<file path="config.mk">
export PLATFORM = sky130hd
export DESIGN_NAME = dbg_mem_ctl
export DESIGN_NICKNAME = d
export VERILOG_FILES = /design/src/rtl/dbg_mem_ctl_pkg.sv /design/src/rtl/dbg_mem_ctl.sv
export SDC_FILE = /design/constraint.sdc
export NUM_CORES = 1
export LEC_CHECK = 0
export CELL_PAD_IN_SITES_DETAIL_PLACEMENT = 0
export CELL_PAD_IN_SITES_GLOBAL_PLACEMENT = 1
export CORE_MARGIN = 2
export CORE_UTILIZATION = 35
export CTS_BUF_LIST = sky130_fd_sc_hd__clkbuf_8
export DETAILED_ROUTE_END_ITERATION = 8
export MAX_ROUTING_LAYER = met4
export PLACE_DENSITY = 0.9
export SYNTH_ARGS = -nofsm -noshare
export SYNTH_HDL_FRONTEND = slang
export SYNTH_SLANG_ARGS = --single-unit
</file>
<file path="constraint.sdc">
create_clock -name mclk -period 3.1 [get_ports mclk]
set_input_delay 0.62 -clock mclk [delete_from_list [all_inputs] [get_ports mclk]]
set_output_delay 0.62 -clock mclk [all_outputs]
set_load 0.02 [all_outputs]
</file>
<file path="src/rtl/dbg_mem_ctl_pkg.sv">
// Shared definitions for the debug memory controller: register map,
// MEM_CTL bit positions and the controller state encoding.
package dbg_mem_ctl_pkg;

    localparam logic [5:0] ADDR_MEM_CTL  = 6'h08;
    localparam logic [5:0] ADDR_MEM_ADDR = 6'h09;
    localparam logic [5:0] ADDR_MEM_DATA = 6'h0A;
    localparam logic [5:0] ADDR_MEM_CNT  = 6'h0B;

    localparam int CTL_START = 0;
    localparam int CTL_WR    = 1;
    localparam int CTL_BW    = 3;

    typedef enum logic [1:0] {
        IDLE       = 2'd0,
        SINGLE     = 2'd1,
        BURST_WAIT = 2'd2,
        BURST_ACC  = 2'd3
    } state_t;

endpackage

</file>
<file path="src/rtl/dbg_mem_ctl.sv">
// Debug-port memory controller. A small register file (MEM_CTL, MEM_ADDR,
// MEM_DATA, MEM_CNT) drives single memory accesses and, when the
// DBG_MEM_BURST_EN macro is defined, counted bursts. Without the macro
// MEM_CNT is held at zero and every START performs a single access.
module dbg_mem_ctl
    import dbg_mem_ctl_pkg::*;
(
    input  logic        mclk,
    input  logic        por,
    input  logic [5:0]  dbg_addr,
    input  logic [15:0] dbg_din,
    input  logic        dbg_wr,
    input  logic        dbg_rd,
    output logic [15:0] dbg_dout,
    output logic        dbg_rd_rdy,
    output logic        mem_burst,
    output logic        mem_burst_wr,
    output logic        mem_burst_rd,
    output logic        mem_burst_end,
    output logic        mem_bw,
    output logic        mem_req,
    output logic        mem_we,
    output logic [15:0] mem_addr,
    output logic [15:0] mem_wdata,
    input  logic [15:0] mem_rdata,
    input  logic        mem_ack
);

    state_t      state;
    state_t      state_nxt;
    logic        ctl_wr;
    logic        ctl_bw;
    logic [15:0] addr_q;
    logic [15:0] data_q;
    logic [15:0] cnt_q;
    logic [15:0] step;
    logic [15:0] rd_data;
    logic        rd_hit;
    logic        start;

    assign start = dbg_wr && (dbg_addr == ADDR_MEM_CTL) && dbg_din[CTL_START];
    assign step  = ctl_bw ? 16'd1 : 16'd2;

    // Memory-side view is a continuous reflection of the register file.
    assign mem_req   = (state == SINGLE) || (state == BURST_ACC);
    assign mem_we    = mem_req && ctl_wr;
    assign mem_addr  = addr_q;
    assign mem_bw    = ctl_bw;
    assign mem_wdata = ctl_bw ? {8'h00, data_q[7:0]} : data_q;

    // State register.
    always_ff @(posedge mclk) begin
        if (por) begin
            state <= IDLE;
        end else begin
            state <= state_nxt;
        end
    end

    // Next-state logic. A START with a nonzero count opens a burst; write
    // bursts wait for data first, read bursts fire their first read at once.
    always_comb begin
        state_nxt = state;
        case (state)
            IDLE: begin
                if (start) begin
                    if (cnt_q != 16'd0) begin
                        state_nxt = dbg_din[CTL_WR] ? BURST_WAIT : BURST_ACC;
                    end else begin
                        state_nxt = SINGLE;
                    end
                end
            end
            SINGLE: begin
                if (mem_ack) begin
                    state_nxt = IDLE;
                end
            end
            BURST_WAIT: begin
                if (ctl_wr ? dbg_wr : dbg_rd) begin
                    state_nxt = BURST_ACC;
                end
            end
            BURST_ACC: begin
                if (mem_ack) begin
                    state_nxt = (cnt_q == 16'd1) ? IDLE : BURST_WAIT;
                end
            end
            default: state_nxt = IDLE;
        endcase
    end

    // Register read mux; only the four mapped addresses answer.
    always_comb begin
        rd_data = 16'h0000;
        rd_hit  = 1'b1;
        case (dbg_addr)
            ADDR_MEM_CTL:  rd_data = {12'h000, ctl_bw, 1'b0, ctl_wr, 1'b0};
            ADDR_MEM_ADDR: rd_data = addr_q;
            ADDR_MEM_DATA: rd_data = data_q;
            ADDR_MEM_CNT:  rd_data = cnt_q;
            default:       rd_hit  = 1'b0;
        endcase
    end

    // Control, address and data registers. Debug writes land only in IDLE;
    // during an access they are dropped, except burst data in BURST_WAIT.
    always_ff @(posedge mclk) begin
        if (por) begin
            ctl_wr <= 1'b0;
            ctl_bw <= 1'b0;
            addr_q <= 16'h0000;
            data_q <= 16'h0000;
        end else begin
            case (state)
                IDLE: begin
                    if (dbg_wr) begin
                        case (dbg_addr)
                            ADDR_MEM_CTL: begin
                                ctl_wr <= dbg_din[CTL_WR];
                                ctl_bw <= dbg_din[CTL_BW];
                            end
                            ADDR_MEM_ADDR: addr_q <= dbg_din;
                            ADDR_MEM_DATA: data_q <= dbg_din;
                            default: ;
                        endcase
                    end
                end
                SINGLE: begin
                    if (mem_ack && !ctl_wr) begin
                        data_q <= mem_rdata;
                    end
                end
                BURST_WAIT: begin
                    if (ctl_wr && dbg_wr) begin
                        data_q <= dbg_din;
                    end
                end
                BURST_ACC: begin
                    if (mem_ack) begin
                        addr_q <= addr_q + step;
                    end
                end
                default: ;
            endcase
        end
    end

    // Read-data return: register reads in IDLE, memory data on burst reads.
    always_ff @(posedge mclk) begin
        if (por) begin
            dbg_dout   <= 16'h0000;
            dbg_rd_rdy <= 1'b0;
        end else begin
            dbg_rd_rdy <= 1'b0;
            if ((state == IDLE) && dbg_rd && rd_hit) begin
                dbg_rd_rdy <= 1'b1;
                dbg_dout   <= rd_data;
            end else if ((state == BURST_ACC) && mem_ack && !ctl_wr) begin
                dbg_rd_rdy <= 1'b1;
                dbg_dout   <= mem_rdata;
            end
        end
    end

`ifdef DBG_MEM_BURST_EN
    logic burst_wr_q;
    logic burst_rd_q;

    // Burst word counter: loaded from the debug port, counts down per ack.
    always_ff @(posedge mclk) begin
        if (por) begin
            cnt_q <= 16'h0000;
        end else if ((state == IDLE) && dbg_wr && (dbg_addr == ADDR_MEM_CNT)) begin
            cnt_q <= dbg_din;
        end else if ((state == BURST_ACC) && mem_ack) begin
            cnt_q <= cnt_q - 16'd1;
        end
    end

    // One-cycle burst-start pulses, aligned with the first burst cycle.
    always_ff @(posedge mclk) begin
        if (por) begin
            burst_wr_q <= 1'b0;
            burst_rd_q <= 1'b0;
        end else begin
            burst_wr_q <= (state == IDLE) && (state_nxt == BURST_WAIT);
            burst_rd_q <= (state == IDLE) && (state_nxt == BURST_ACC);
        end
    end

    assign mem_burst     = (state == BURST_WAIT) || (state == BURST_ACC);
    assign mem_burst_wr  = burst_wr_q;
    assign mem_burst_rd  = burst_rd_q;
    assign mem_burst_end = mem_burst && (cnt_q == 16'd1);
`else
    assign cnt_q         = 16'h0000;
    assign mem_burst     = 1'b0;
    assign mem_burst_wr  = 1'b0;
    assign mem_burst_rd  = 1'b0;
    assign mem_burst_end = 1'b0;
`endif

endmodule
</file>
==> After elaboration in Yosys (flattened, before gate mapping) <==
Index checks and enable logic that the tools add are counted.
Widths: inputs -> output; s select.
{ "totals": {"register_bits": 53, "inputBits": 43, "output_inout_bits": 56, "wordCells": 67} }
{ "op_classes": {"n_addsub": 1, "n_eq_ne": 16, "n_mux": 23, "n_reduce_logical": 20} }
{ "ops": {"columns": ["cell", "n"], "rows": [
  ["$mux 16", 10],
  ["$pmux 16 s3", 2],
  ["$pmux 16 s2", 1],
  ["$eq 6x4->1 const B", 4],
  ["$add 16x2->16", 1],
  ["$ne 2x2->1 const B", 6],
  ["$mux 2", 5],
  ["$logic_and 1x1->1", 9],
  ["$pmux 2 s4", 1],
  ["$reduce_and 4->1", 2],
  ["$ne 2x1->1 const B", 3],
  ["$reduce_and 5->1", 1],
  ["$eq 2x2->1 const B", 2],
  ["$mux 1", 4],
  ["$reduce_bool 2->1", 2],
  ["$reduce_or 4->1", 1],
  ["$reduce_and 3->1", 1],
  ["$reduce_bool 3->1", 1],
  ["$eq 2x1->1 const B", 1],
  ["$logic_not 2->1", 1],
  ["$logic_not 1->1", 1],
  ["$logic_or 1x1->1", 1]
]} }

==> Longest topological paths before layout <==
{ "depth": {"ltp_word": 5, "depth_mapped": 9, "depth_no_buf": 7} }

==> Least setup slack after synthesis <==
Ideal clock, no wire load.
{ "synth_timing": {"path_type": "reg-to-reg", "start": "reg ctl_bw, in the netlist mem_bw", "end": "reg addr_q[13], in the netlist mem_addr[13]", "setup_ns": 0.092, "arrival_time_ns": 2.184, "path_slack_ns": 0.824, "stages_incl_launch_ff": 9, "n_path_buf": 1, "synth_period_minus_slack_ns": 2.276, "cell_sequence": "dfxtp_1 > clkbuf_1 > inv_1 > ha_1 > a21oi_1 > nor4_4 > nand3_1 > o31a_1 > o32ai_1"} }
{ "synth_between": {"elab_chain_cells": 4} }
{ "synth_lines": {"columns": ["element", "line", "source"], "rows": [
  ["start: declaration", "dbg_mem_ctl.sv:32", "logic ctl_bw;"],
  ["start signal: assignment", "dbg_mem_ctl.sv:121", "ctl_bw <= dbg_din[CTL_BW];"],
  ["$mux 2", "dbg_mem_ctl.sv:42", "assign step = ctl_bw ? 16'd1 : 16'd2;"],
  ["$add 16x2->16", "dbg_mem_ctl.sv:141", "addr_q <= addr_q + step;"],
  ["$mux 16", "dbg_mem_ctl.sv:140", "if (mem_ack) begin"],
  ["$pmux 16 s2", "dbg_mem_ctl.sv:115", "case (state)"],
  ["end signal: assignment", "dbg_mem_ctl.sv:123", "ADDR_MEM_ADDR: addr_q <= dbg_din;"],
  ["end signal: assignment", "dbg_mem_ctl.sv:141", null],
  ["end: declaration", "dbg_mem_ctl.sv:33", "logic [15:0] addr_q;"]
]} }
Every way passes these cells. The select of a mux whose other input is x is not followed.
A chain may end at the register's enable or synchronous reset.

==> Final worst setup path <==
{ "layout_timing": {"start": "in dbg_addr[0]", "end": "reg addr_q[5], in the netlist mem_addr[5]"} }
{ "layout_between": {"elab_chain_cells": 3} }
{ "layout_lines": {"columns": ["element", "line", "source"], "rows": [
  ["start: declaration", "dbg_mem_ctl.sv:10", "input logic [5:0] dbg_addr,"],
  ["$eq 6x4->1", "dbg_mem_ctl.sv:118", "case (dbg_addr)"],
  ["$ne 2x1->1 (no source line)", null, null],
  ["$reduce_and 4->1 (no source line)", null, null]
]} }
Every way passes these cells.

==> flow_metrics.env <==
export IMPL_grt_usage_pct=20.1
export IMPL_ys_ff_latch=53
export IMPL_grt_antenna_before_repair=0
export IMPL_vias=3053
export IMPL_hold_buffers=0
export IMPL_viasPerCell=5.60
export IMPL_crit_arrival_ps=2630
export IMPL_htreeDepth=2
export IMPL_synth_edf_count=0
export IMPL_syn_avg_cell_area_um2=8.38
export IMPL_grt_pass1_wl_um=15400
export IMPL_io_buffers=94
export IMPL_hold_violations=0
export IMPL_async_flop_share_pct=0
export IMPL_ctsResizeCount=0
export IMPL_grt_pass1_vias=2981
export IMPL_seqPwrFrac_pct=55.9
export IMPL_drc_errors=0
export IMPL_nNetsFinal=482
export IMPL_fill_cells=839
export IMPL_crit_buf_inv=2
export IMPL_worstPathMaxFanout=11
export IMPL_power_density_nw_per_um2=305
export IMPL_worstPathRequired_ps=3330
export IMPL_period_minus_slack_ps=2400
export IMPL_ys_seq_area_share_pct=34.4
export IMPL_finalPower_mw=1.24
export IMPL_worstSkewPairLatency_ps=300
export IMPL_start_util_pct=35.7
export IMPL_p_sw_mw=0.314
export IMPL_cpPeakStageDelay_ps=560
export IMPL_synth_area_top_cells="dfxtp_1, mux2i_1, a211oi_1"
export IMPL_hp_class="flop to flop"
export IMPL_finalSetupViolCount=0
export IMPL_die_w_um=97.9
export IMPL_area_growth_pct=31.8
export IMPL_die_h_um=97.9
export IMPL_grt_overflow=0
export IMPL_synthFlopType="dfxtp_1"
export IMPL_ir_drop_uv=187
export IMPL_synth_area_um2=3090
export IMPL_p_comb_share_pct=13.8
export IMPL_worstMarginPinSlew_ps=714
export IMPL_cts_made_buffers=5
export IMPL_yosysWarnings=0
export IMPL_postSynthCellCount=368
export IMPL_cp_start_kind="input pin"
export IMPL_end_kind="flop"
export IMPL_final_max_slew_violation_count=0
export IMPL_path_cells="clkdlybuf4s50_1 -> nor2b_4 -> and4_1 -> buf_4 -> nor2_1 -> o21ai_0 -> a21oi_1"
export IMPL_synth_top_cell_area_share_pct=34.4
export IMPL_ys_types=54
export IMPL_fin_skew_ps=4.68
export IMPL_die_area_um2=9580
export IMPL_layout_drive_gt1_share_pct=7.78
export IMPL_drtIter0Drc=235
export IMPL_numClockSinks=53
export IMPL_clock_power_share_pct=30.2
export IMPL_place_congestion=0.894
export IMPL_cp_top_family="simple AND/OR/NAND/NOR gates"
export IMPL_wirelength_um=9550
export IMPL_ant_nets=0
export IMPL_rsz0062_at_grt="no"
export IMPL_rows=34
export IMPL_core_um2=8640
export IMPL_status="finished clean"
export IMPL_max_slew_margin_pct=52.2
export IMPL_critPathKind="input pin to flop"
export IMPL_grt_max_degree=34
export IMPL_critPathSlowestCell="nor2_1"
export IMPL_cts_tree="built"
export IMPL_leakage_nw=1.35
export IMPL_switching_share_pct=25.3
export IMPL_post_cts_buffers=0
export IMPL_fin_crit_sh_pct=77.5
export IMPL_drv_cap=0
export IMPL_intPower_mw=0.928
export IMPL_dp_hpwl_um=6900
export IMPL_root_buffer="clkbuf_8"
export IMPL_clk_transition_reported_paths_ps=90
export IMPL_cts_path_max_buffers=2
export IMPL_max_freq_mhz=416
export IMPL_yosysTopAreaCell="dfxtp_1"
export IMPL_diodes=0
export IMPL_ios=99
export IMPL_avgRoutedWirePerCell_um=17.5
export IMPL_tns_ps=0
export IMPL_drt_first_pass_iters=5
[metrics by stage]
| stage | setup slack, ps | hold WS [ps] | cell area, um2 | utilization (%) | cells |
|---|---|---|---|---|---|
| final | 698 | 495 | 4070 | 47.1 | 545 |
| after CTS | 701 | 497 | 4070 | 47.1 | 545 |
| after global placement | 445 | 484 | 3990 | 46.1 | 537 |
| after global routing | 523 | 532 | 4070 | 47.1 | 545 |
| after detailed placement | 378 | 482 | 3990 | 46.1 | 537 |
| after floorplan | 824 | 486 | 3100 | - | 371 |
[area by class of cell]
type                    count  area, um2  share of cell area [%]
clock inverters             3       13.8                   0.338
well taps                 108        135                    3.32
multi-input cells         266       1750                    43.0
clock buffers               5       68.8                    1.69
repair buffers            106       1030                    25.2
flip-flops and latches     53       1060                    26.1
inverters                   4       15.0                   0.369
[state kept, by name, summed over array words and instances, names as in the netlist]
name,flops
data_q,16
mem_addr,16
state,2
mem_bw,1
dbg_rd_rdy,1
ctl_wr,1
dbg_dout,16
[path summary, 6_finish.rpt]
| kind | to | start | depth (start not counted) | slack [ps] |
|---|---|---|---|---|
| setup / recovery | mem_addr[5] | dbg_addr[0] | 7 | 700 |
| hold / removal | dbg_dout[2] | dbg_dout[2] | 2 | 500 |
| hold reg to reg | dbg_dout[2] | dbg_dout[2] | 2 | 500 |
| setup reg to reg | mem_addr[10] | mem_bw | 7 | 750 |
[power groups by stage]
stage	Combinational [mW]	Sequential (mW)	Clock [mW]
final	0.172	0.694	0.376
after global routing	0.182	0.696	0.407
after CTS	0.170	0.694	0.385
after detailed placement	0.170	0.710	0
after global placement	0.169	0.710	0
after floorplan	0.0717	0.715	0
[synthesized netlist by cell type (all sizes together) (2+ instances only)]
master  number
a221oi      14
dfxtp       53
nand3       25
nand4        4
a21oi       18
buf         27
nor2        35
inv          4
and4         2
or2          2
and2         4
o31ai        2
and3         2
a311oi      19
ha           2
clkbuf      21
a32oi        2
a22o         2
nor4         2
a211oi      22
nand2       37
mux2         2
o21ai       10
o32ai        2
nor3         3
mux2i       19
nand2b       3
nor2b       13
[per-layer routing]
layer / up-vias / routed length (um) / track usage [%]
met5: - / 0 / -
met4: 0 / 120 / 5.98
met3: 10 / 581 / 2.72
met2: 108 / 4330 / 29.3
met1: 1443 / 4520 / 29.0
li1: 1492 / - / -
[cells by family after synthesis]
logic type      synth area share, %
other cells                   0.122
fa+ha+maj                      1.46
buf+inv                        9.41
compound gates                 25.5
flops                          34.4
mux                            6.89
simple gates                   22.2
[tightest hold or removal path: stages (launching register included)]
cell,delay [ps]
dfxtp_1,320
nand2_1,50
a311oi_1,70
[layout by cell type (no fill, tap or decap), types with 2 or more instances in the layout]
cell type | Yosys | final
clkdlybuf4s50_1 | 0 | 93
dfxtp_1 | 53 | 53
nand2_1 | 37 | 37
nor2_1 | 35 | 35
nand3_1 | 25 | 25
a211oi_1 | 21 | 21
mux2i_1 | 19 | 19
a311oi_1 | 17 | 17
a21oi_1 | 16 | 16
a221oi_1 | 14 | 14
buf_4 | 13 | 12
nor2b_1 | 12 | 11
o21ai_0 | 10 | 10
inv_1 | 4 | 5
clkbuf_8 | 0 | 5
and2_1 | 4 | 4
nand4_1 | 4 | 4
conb_1 | 1 | 4
nand2b_1 | 3 | 3
nor3_1 | 3 | 3
a32oi_1 | 2 | 2
a21oi_2 | 2 | 2
and4_1 | 2 | 2
and3_1 | 2 | 2
mux2_2 | 2 | 2
a22o_1 | 2 | 2
o32ai_1 | 2 | 2
o31ai_1 | 2 | 2
a311oi_2 | 2 | 2
ha_1 | 2 | 2
clkinv_2 | 0 | 2
Note: power is estimated with default switching activity, not from simulation.
